--- src/rtl/game_pkg.sv ---
// Shared constants and hit-detection state encoding for the display pipeline.
package game_pkg;

    localparam int COLOR_W = 12;
    localparam logic [COLOR_W-1:0] TRANSPARENT = 12'h000;
    localparam int COL_W = 10;
    localparam int ROW_W = 9;
    localparam int SCREEN_W = 640;
    localparam int SCREEN_H = 480;

    typedef enum logic [1:0] {
        HIT_IDLE   = 2'd0,
        HIT_ARMED  = 2'd1,
        HIT_SCAN   = 2'd2,
        HIT_REPORT = 2'd3
    } hit_state_e;

endpackage

--- src/rtl/priority_pick.sv ---
// Lowest-index-set encoder: found flag plus index of the lowest set request bit.
module priority_pick #(
    parameter int N     = 4,
    parameter int IDX_W = (N > 1) ? $clog2(N) : 1
) (
    input  logic [N-1:0]     req,
    output logic             found,
    output logic [IDX_W-1:0] idx
);

    // Scanning downwards lets the lowest set bit overwrite any higher one.
    always_comb begin
        found = 1'b0;
        idx   = '0;
        for (int i = N - 1; i >= 0; i--) begin
            if (req[i]) begin
                found = 1'b1;
                idx   = IDX_W'(i);
            end
        end
    end

endmodule

--- src/rtl/layer_compositor.sv ---
// N-layer priority compositor with colour-key transparency, click-toggled background
// and click-triggered per-layer hit detection at the cursor.
//
// state  | meaning
// IDLE   | no hit request pending
// ARMED  | cursor latched, waiting for the next frame start
// SCAN   | walking the frame looking for the cursor pixel
// REPORT | one-cycle hit_valid pulse with the captured mask
module layer_compositor #(
    parameter int N_LAYERS = 4,
    parameter int COLOR_W  = game_pkg::COLOR_W,
    parameter logic [COLOR_W-1:0] TRANSPARENT = game_pkg::TRANSPARENT,
    parameter int COL_W    = game_pkg::COL_W,
    parameter int ROW_W    = game_pkg::ROW_W,
    localparam int ID_W    = (N_LAYERS > 1) ? $clog2(N_LAYERS) : 1
) (
    input  logic                         clk,
    input  logic                         rst,
    input  logic [N_LAYERS*COLOR_W-1:0]  layer_data,
    input  logic [N_LAYERS-1:0]          layer_en,
    input  logic [COLOR_W-1:0]           bg_data,
    input  logic                         pix_valid,
    input  logic [COL_W-1:0]             pix_col,
    input  logic [ROW_W-1:0]             pix_row,
    input  logic [COL_W-1:0]             cursor_x,
    input  logic [ROW_W-1:0]             cursor_y,
    input  logic                         click,
    output logic [COLOR_W-1:0]           out_data,
    output logic                         out_valid,
    output logic                         bg_en,
    output logic                         hit_valid,
    output logic [N_LAYERS-1:0]          hit_mask,
    output logic [ID_W-1:0]              hit_id,
    output logic                         hit_any
);
    import game_pkg::*;

    logic [N_LAYERS*COLOR_W-1:0] s1_data;
    logic [N_LAYERS-1:0]         s1_en;
    logic [COLOR_W-1:0]          s1_bg;
    logic                        s1_valid;
    logic [COL_W-1:0]            s1_col;
    logic [ROW_W-1:0]            s1_row;

    always_ff @(posedge clk) begin
        if (rst) begin
            s1_data  <= '0;
            s1_en    <= '0;
            s1_bg    <= '0;
            s1_valid <= 1'b0;
            s1_col   <= '0;
            s1_row   <= '0;
        end else begin
            s1_data  <= layer_data;
            s1_en    <= layer_en;
            s1_bg    <= bg_data;
            s1_valid <= pix_valid;
            s1_col   <= pix_col;
            s1_row   <= pix_row;
        end
    end

    logic [N_LAYERS-1:0] opaque;

    always_comb begin
        opaque = '0;
        for (int i = 0; i < N_LAYERS; i++) begin
            opaque[i] = s1_en[i] && (s1_data[i*COLOR_W +: COLOR_W] != TRANSPARENT);
        end
    end

    logic            px_found;
    logic [ID_W-1:0] px_idx;

    priority_pick #(.N(N_LAYERS), .IDX_W(ID_W)) u_pick_px (
        .req   (opaque),
        .found (px_found),
        .idx   (px_idx)
    );

    logic [COLOR_W-1:0] px_sel;
    logic [COLOR_W-1:0] px_mix;

    always_comb begin
        px_sel = TRANSPARENT;
        for (int i = 0; i < N_LAYERS; i++) begin
            if (px_idx == ID_W'(i)) begin
                px_sel = s1_data[i*COLOR_W +: COLOR_W];
            end
        end
        if (!s1_valid) begin
            px_mix = '0;
        end else if (px_found) begin
            px_mix = px_sel;
        end else if (bg_en) begin
            px_mix = s1_bg;
        end else begin
            px_mix = TRANSPARENT;
        end
    end

    always_ff @(posedge clk) begin
        if (rst) begin
            out_data  <= '0;
            out_valid <= 1'b0;
        end else begin
            out_data  <= px_mix;
            out_valid <= s1_valid;
        end
    end

    // click comes from the mouse domain; two flops before edge detection
    logic click_meta;
    logic click_sync;
    logic click_prev;
    logic click_rise;

    always_ff @(posedge clk) begin
        if (rst) begin
            click_meta <= 1'b0;
            click_sync <= 1'b0;
            click_prev <= 1'b0;
        end else begin
            click_meta <= click;
            click_sync <= click_meta;
            click_prev <= click_sync;
        end
    end

    assign click_rise = click_sync && !click_prev;

    always_ff @(posedge clk) begin
        if (rst) begin
            bg_en <= 1'b0;
        end else if (click_rise) begin
            bg_en <= !bg_en;
        end
    end

    hit_state_e       state;
    hit_state_e       state_next;
    logic [COL_W-1:0] cur_x;
    logic [ROW_W-1:0] cur_y;
    logic             latch_cursor;
    logic             capture_mask;
    logic             clear_mask;
    logic             frame_start;
    logic             cursor_hit;

    assign frame_start = s1_valid && (s1_col == '0) && (s1_row == '0);
    assign cursor_hit  = s1_valid && (s1_col == cur_x) && (s1_row == cur_y);

    always_comb begin
        state_next   = state;
        latch_cursor = 1'b0;
        capture_mask = 1'b0;
        clear_mask   = 1'b0;
        case (state)
            HIT_IDLE: begin
                if (click_rise) begin
                    latch_cursor = 1'b1;
                    state_next   = HIT_ARMED;
                end
            end
            HIT_ARMED: begin
                if (frame_start) begin
                    state_next = HIT_SCAN;
                end
            end
            HIT_SCAN: begin
                // a cursor at (0,0) coincides with frame start; the match wins
                if (cursor_hit) begin
                    capture_mask = 1'b1;
                    state_next   = HIT_REPORT;
                end else if (frame_start) begin
                    clear_mask = 1'b1;
                    state_next = HIT_REPORT;
                end
            end
            HIT_REPORT: begin
                state_next = HIT_IDLE;
            end
            default: begin
                state_next = HIT_IDLE;
            end
        endcase
    end

    always_ff @(posedge clk) begin
        if (rst) begin
            state    <= HIT_IDLE;
            cur_x    <= '0;
            cur_y    <= '0;
            hit_mask <= '0;
        end else begin
            state <= state_next;
            if (latch_cursor) begin
                cur_x <= cursor_x;
                cur_y <= cursor_y;
            end
            if (capture_mask) begin
                hit_mask <= opaque;
            end else if (clear_mask) begin
                hit_mask <= '0;
            end
        end
    end

    assign hit_valid = (state == HIT_REPORT);

    // hit_id/hit_any follow the held mask, so they hold between reports too
    priority_pick #(.N(N_LAYERS), .IDX_W(ID_W)) u_pick_hit (
        .req   (hit_mask),
        .found (hit_any),
        .idx   (hit_id)
    );

endmodule

--- config.mk ---
export PLATFORM = sky130hd
export DESIGN_NAME = layer_compositor
export DESIGN_NICKNAME = d
export VERILOG_FILES = /design/src/rtl/game_pkg.sv /design/src/rtl/priority_pick.sv /design/src/rtl/layer_compositor.sv
export SDC_FILE = /design/constraint.sdc
export NUM_CORES = 1
export LEC_CHECK = 0
export CAP_MARGIN = 10
export CORE_AREA = 10 10 89 169
export DETAILED_ROUTE_END_ITERATION = 8
export DIE_AREA = 0 0 99 179
export PLACE_DENSITY_LB_ADDON = 0.25
export SLEW_MARGIN = 10
export SYNTH_ARGS = -nofsm -noshare
export SYNTH_HDL_FRONTEND = slang
export SYNTH_SLANG_ARGS = --single-unit
--- constraint.sdc ---
create_clock -name clk -period 6.7 [get_ports clk]
set_input_delay 1.005 -clock clk [delete_from_list [all_inputs] [get_ports clk]]
set_output_delay 1.005 -clock clk [all_outputs]
set_load 0.05 [all_outputs]
* Word level (Yosys, flattened, before mapping)
Cells that the tools add are included.
Word-level totals: flip-flop bits (word level) 126, latch bits 0, memory bits (writable) 0, memory bits (read-only) 0, input bits 106, output and inout port bits 22, memories 0
Operators by class: $add $sub $neg 0, $mul 0, divide/modulo/power cells 0, magnitude comparators 0, equal/unequal tests 11, shifts and indexed selects 0, mux-type cells 36, bitwise operators 1, reductions and logical operators 22
Operators with widths (number):
- $mux 12 | 6
- $reduce_bool 12->1 | 4
- $mux 2 | 12
- $mux 1 | 15
- $eq 10x10->1 | 1
- $logic_not 10->1 | 1
- $eq 9x9->1 | 1
- $logic_and 1x1->1 | 9
- $logic_not 9->1 | 1
- $eq 2x2->1 const B | 4
- $mux 4 | 2
- $pmux 2 s4 | 1
- $eq 2x1->1 const B | 2
- $logic_not 2->1 | 2
- $ne 2x2->1 const B | 2
- $ne 3x3->1 const B | 1
- $reduce_and 3->1 | 1
- $logic_not 1->1 | 2
- $reduce_bool 2->1 | 1
- $reduce_or 2->1 | 1
- $not 1->1 | 1

* Depth between registers and ports, before layout
word-level depth 12, mapped depth 8

* Cells and area by module
From an unflattened synthesis, not the netlist that was laid out.
Unflattened totals: cell total of the unflattened synthesis 444, area total of the unflattened synthesis 4605.7 µm²
Modules (own cells, without submodules):
- layer_compositor | times used 1, cells each 430, area each 4535.6 µm², sequential area each 2522.4 µm²
- priority_pick | times used 2, cells each 7, area each 35.0 µm², sequential area each 0.0 µm²

* Worst setup path before layout
Ideal clock, no wire load.
path type register to output, from register hit_mask[3], to output port hit_id[1], arrival 1.850 ns, data required time 5.695 ns, slack 3.845 ns, stages on the path, launching flop included 3, path through dfxtp_1 > nor2_1 > nor3_1
Between the ends: longest elaborated chain between the ends 4
Ends and longest elaborated chain:
- start, declared | RTL line layer_compositor.sv:32 | output logic [N_LAYERS-1:0] hit_mask,
- start signal, assigned | RTL line layer_compositor.sv:202 | hit_mask <= opaque;
- $mux 2 (4 in a row) | RTL line priority_pick.sv:16 | if (req[i]) begin
- end, declared | RTL line layer_compositor.sv:33 | output logic [ID_W-1:0] hit_id,
Every way passes these cells.

* Final worst setup path
from register s1_data[12], to register out_data[5]
Between the ends: longest elaborated chain between the ends 10, elaborated cells on any way between the ends 15
Ends and longest elaborated chain:
- start, declared | RTL line layer_compositor.sv:38 | logic [N_LAYERS*COLOR_W-1:0] s1_data;
- start signal, assigned | RTL line layer_compositor.sv:54 | s1_data <= layer_data;
- $reduce_bool 12->1 (*) | RTL line layer_compositor.sv:68 | opaque[i] = s1_en[i] && (s1_data[i*COLOR_W +: COLOR_W] != TRANSPARENT);
- $logic_and 1x1->1 (*) | RTL line layer_compositor.sv:68
- $mux 2 (2 in a row) | RTL line priority_pick.sv:16
- $logic_not 2->1 | RTL line layer_compositor.sv:87 | if (px_idx == ID_W'(i)) begin
- $mux 12 (4 in a row) | RTL line layer_compositor.sv:87
- $mux 12 (*) | RTL line layer_compositor.sv:93 | end else if (px_found) begin
- end signal, assigned | RTL line layer_compositor.sv:107 | out_data <= px_mix;
- end, declared | RTL line layer_compositor.sv:28 | output logic [COLOR_W-1:0] out_data,
Every way passes the cells marked *; elsewhere a longest branch is shown, timed or not. A chain may end at the register's enable or synchronous reset.

==> results.json <==
{
  "netSwitchingPower_w": 0.0004957,
  "min_from": "click_meta",
  "drt_wl_total_mm": 12.22,
  "ys_seq_area_share_pct": 53.60,
  "seqPwrFrac_pct": 40.3,
  "start_util_pct": 37.92,
  "tns_ns": 0,
  "cp-start-kind": "flip-flop",
  "synth-adder-area-share_pct": 1.329,
  "vias": 3657,
  "dr.pass1.iters": 5,
  "power_frac_clock_pct": 45.4,
  "drv_cap": 0,
  "cp.required_ns": 7.03,
  "cts_made_buffers": 17,
  "synth_top_family_by_area": "simple AND/OR/NAND/NOR gates",
  "portBuffers": 127,
  "muxShareOfSynthArea_pct": 1.914,
  "intPower_w": 0.001564,
  "most-common-layout-cells": "126 x dfxtp_1, 126 x clkdlybuf4s50_1, 87 x nor2b_1",
  "postSynthCellCount": 462,
  "leakagePower_nw": 2.610,
  "yosysTopAreaCellShare_pct": 53.60,
  "synth_xor_area_share_pct": 3.722,
  "synthTopCellsByArea": "dfxtp_1 54%, nor2b_1 12%, nand2_1 3.5%",
  "powerDensity_mw_per_mm2": 309.7,
  "cts_setup_buffers": 0,
  "dp_hpwl_mm": 9.351,
  "dr.first_iter.drc_count": 165,
  "diodes": 0,
  "grt.total_usage_pct": 13.85,
  "grt_pass1_vias": 3893,
  "synth_area_mm2": 0.004706,
  "row_count": 58,
  "nets": 697,
  "setup_ws_ns": 3.732,
  "crit_path_max_fanout": 14,
  "clock_path_buffers": 2,
  "slew_violations": 0,
  "wl_per_cell_um": 16.32,
  "finClkSkew_ns": 0.006730,
  "post_cts_resized": 0,
  "antenna_found_initial": 0,
  "ctsHtreeMaxLevel": 4,
  "finalPower_w": 0.002060,
  "dp_slack_ns": 3.760,
  "core-area_mm2": 0.01241,
  "yosys.area.top_type": "dfxtp_1",
  "finalSetupViolations": 0,
  "ys_types": 45,
  "drc": 0,
  "clk_pin_slew_ns": 0.05,
  "power.share.switching_pct": 24.07,
  "fmax_mhz": 336.9,
  "clock_sinks": 126,
  "status": "completed",
  "areaGrowthSynthToFinish_pct": 41.32,
  "yosys.area_share.simple_pct": 22.73,
  "arrival_ns": 3.30,
  "ioPinCount": 128,
  "fp.dieArea_mm2": 0.01772,
  "synth-compound-area-share_pct": 12.90,
  "pwr-share-comb_pct": 14.4,
  "grt_max_degree": 90,
  "ys_warn_count": 0,
  "period_share_pct": 44.30,
  "r2r-start": "s1_data[12]",
  "cts_root_buf": "clkbuf_16",
  "ir_drop_mv": 0.1933,
  "slew_headroom_pct": 35.14,
  "gp_congestion": 0.8029,
  "synth_nets": 573,
  "drtAntennaViolNets": 0,
  "synth.avg_cell_area_um2": 10.19,
  "cts_tree": "done",
  "drive_above_1_share_pct": 7.179,
  "viasPerCell": 4.883,
  "ys_ff_latch": 126,
  "cts_hold_buf": 0,
  "rsz0062_at_grt": "no",
  "path_class": "reg -> reg",
  "worst_pin_slew_ns": 0.9699,
  "die_w_um": 99,
  "overflow": 0,
  "hold_viol": 0,
  "die_h_um": 179,
  "insertion_delay_ns": 0.41,
  "layout_min_cycle_time_ns": 2.968,
  "whs_ns": 0.4379,
  "hold_path_class": "reg -> reg",
  "grt_pass1_wl_mm": 19.46,
  "crit_path_end_kind": "flip-flop",
  "cp-startpoint": "s1_data[12]"
}
==> power groups by stage <==
stage	clock network (W)	logic [W]	registers [W]
floorplan	0	0.000169	0.000853
global placement	0	0.000296	0.000843
detailed placement	0	0.000299	0.000844
CTS	0.000954	0.000300	0.000829
global route	0.000989	0.000326	0.000835
finish	0.000934	0.000296	0.000829
==> through the flow <==
stage,cells,utilization (%),cell area [µm²]
global placement,717,48.61,6032
global route,749,53.59,6650
CTS,749,53.59,6650
detailed placement,717,48.61,6032
floorplan,462,-,4706
finish,749,53.59,6650
==> cell type report <==
cell class | count | area (µm²)
clock inverters | 10 | 133.9
clock buffers | 22 | 484.2
fillers | 1131 | 5759
well taps | 150 | 187.7
multi-input cells | 303 | 2004
inverters | 9 | 33.78
flip-flops and latches | 126 | 2522
repair buffers | 129 | 1284
==> layer usage <==
metal	share of wire, %	wire length [µm]	GRT usage (%)	vias to the layer above
li1	-	-	-	1842
met1	42	5159	15.83	1682
met2	48	5926	22.38	123
met3	7.9	967	5.866	10
met4	1.4	168	5.162	0
met5	0	0	0	-
==> logic make-up after synthesis <==
logic type	count (synthesis)
compound gates	78
mux	9
xor+xnor	20
flops	126
buf+inv	33
simple gates	191
fa+ha+maj	5
==> flip-flops by register name, summed over array words and instances, names as in the netlist, 2 cells and up <==
name,cells
cur_x,10
cur_y,9
hit_mask,4
out_data,12
s1_bg,12
s1_col,10
s1_data,48
s1_en,4
s1_row,9
state,2
==> synthesized netlist by cell type (all sizes together) <==
master / instances
dfxtp: 126
nor2b: 87
nand2: 45
a21oi: 21
nor2: 20
xor2: 16
clkbuf: 15
nor4: 15
a21o: 12
a222oi: 12
o2bb2ai: 12
inv: 9
mux2i: 9
buf: 7
nand3: 7
a31oi: 6
or4: 6
ha: 5
a22oi: 4
o211ai: 4
xnor2: 4
nand2b: 2
nor3: 2
o31a: 2
o31ai: 2
a2111oi: 1
and2: 1
and3: 1
and4: 1
bufbuf: 1
dlygate4sd1: 1
nor3b: 1
nor4b: 1
o21ai: 1
o221ai: 1
or2: 1
or3: 1
==> critical path, stage by stage (launching register included) <==
cell      delay [ns]
dfxtp_1         0.30
or4_4           0.55
o31ai_4         0.70
nand2_4         0.26
nor4_4          0.68
a222oi_1        0.24
nor2_1          0.15
==> path summary, 6_finish.rpt <==
path | endpoint | slack [ns] | depth (start not counted)
hold reg to reg | click_sync | 0.44 | 1
hold / removal | click_sync | 0.44 | 1
setup reg to reg | out_data[5] | 3.73 | 6
setup / recovery | out_data[5] | 3.73 | 6
(Power assumes the default switching activity.)
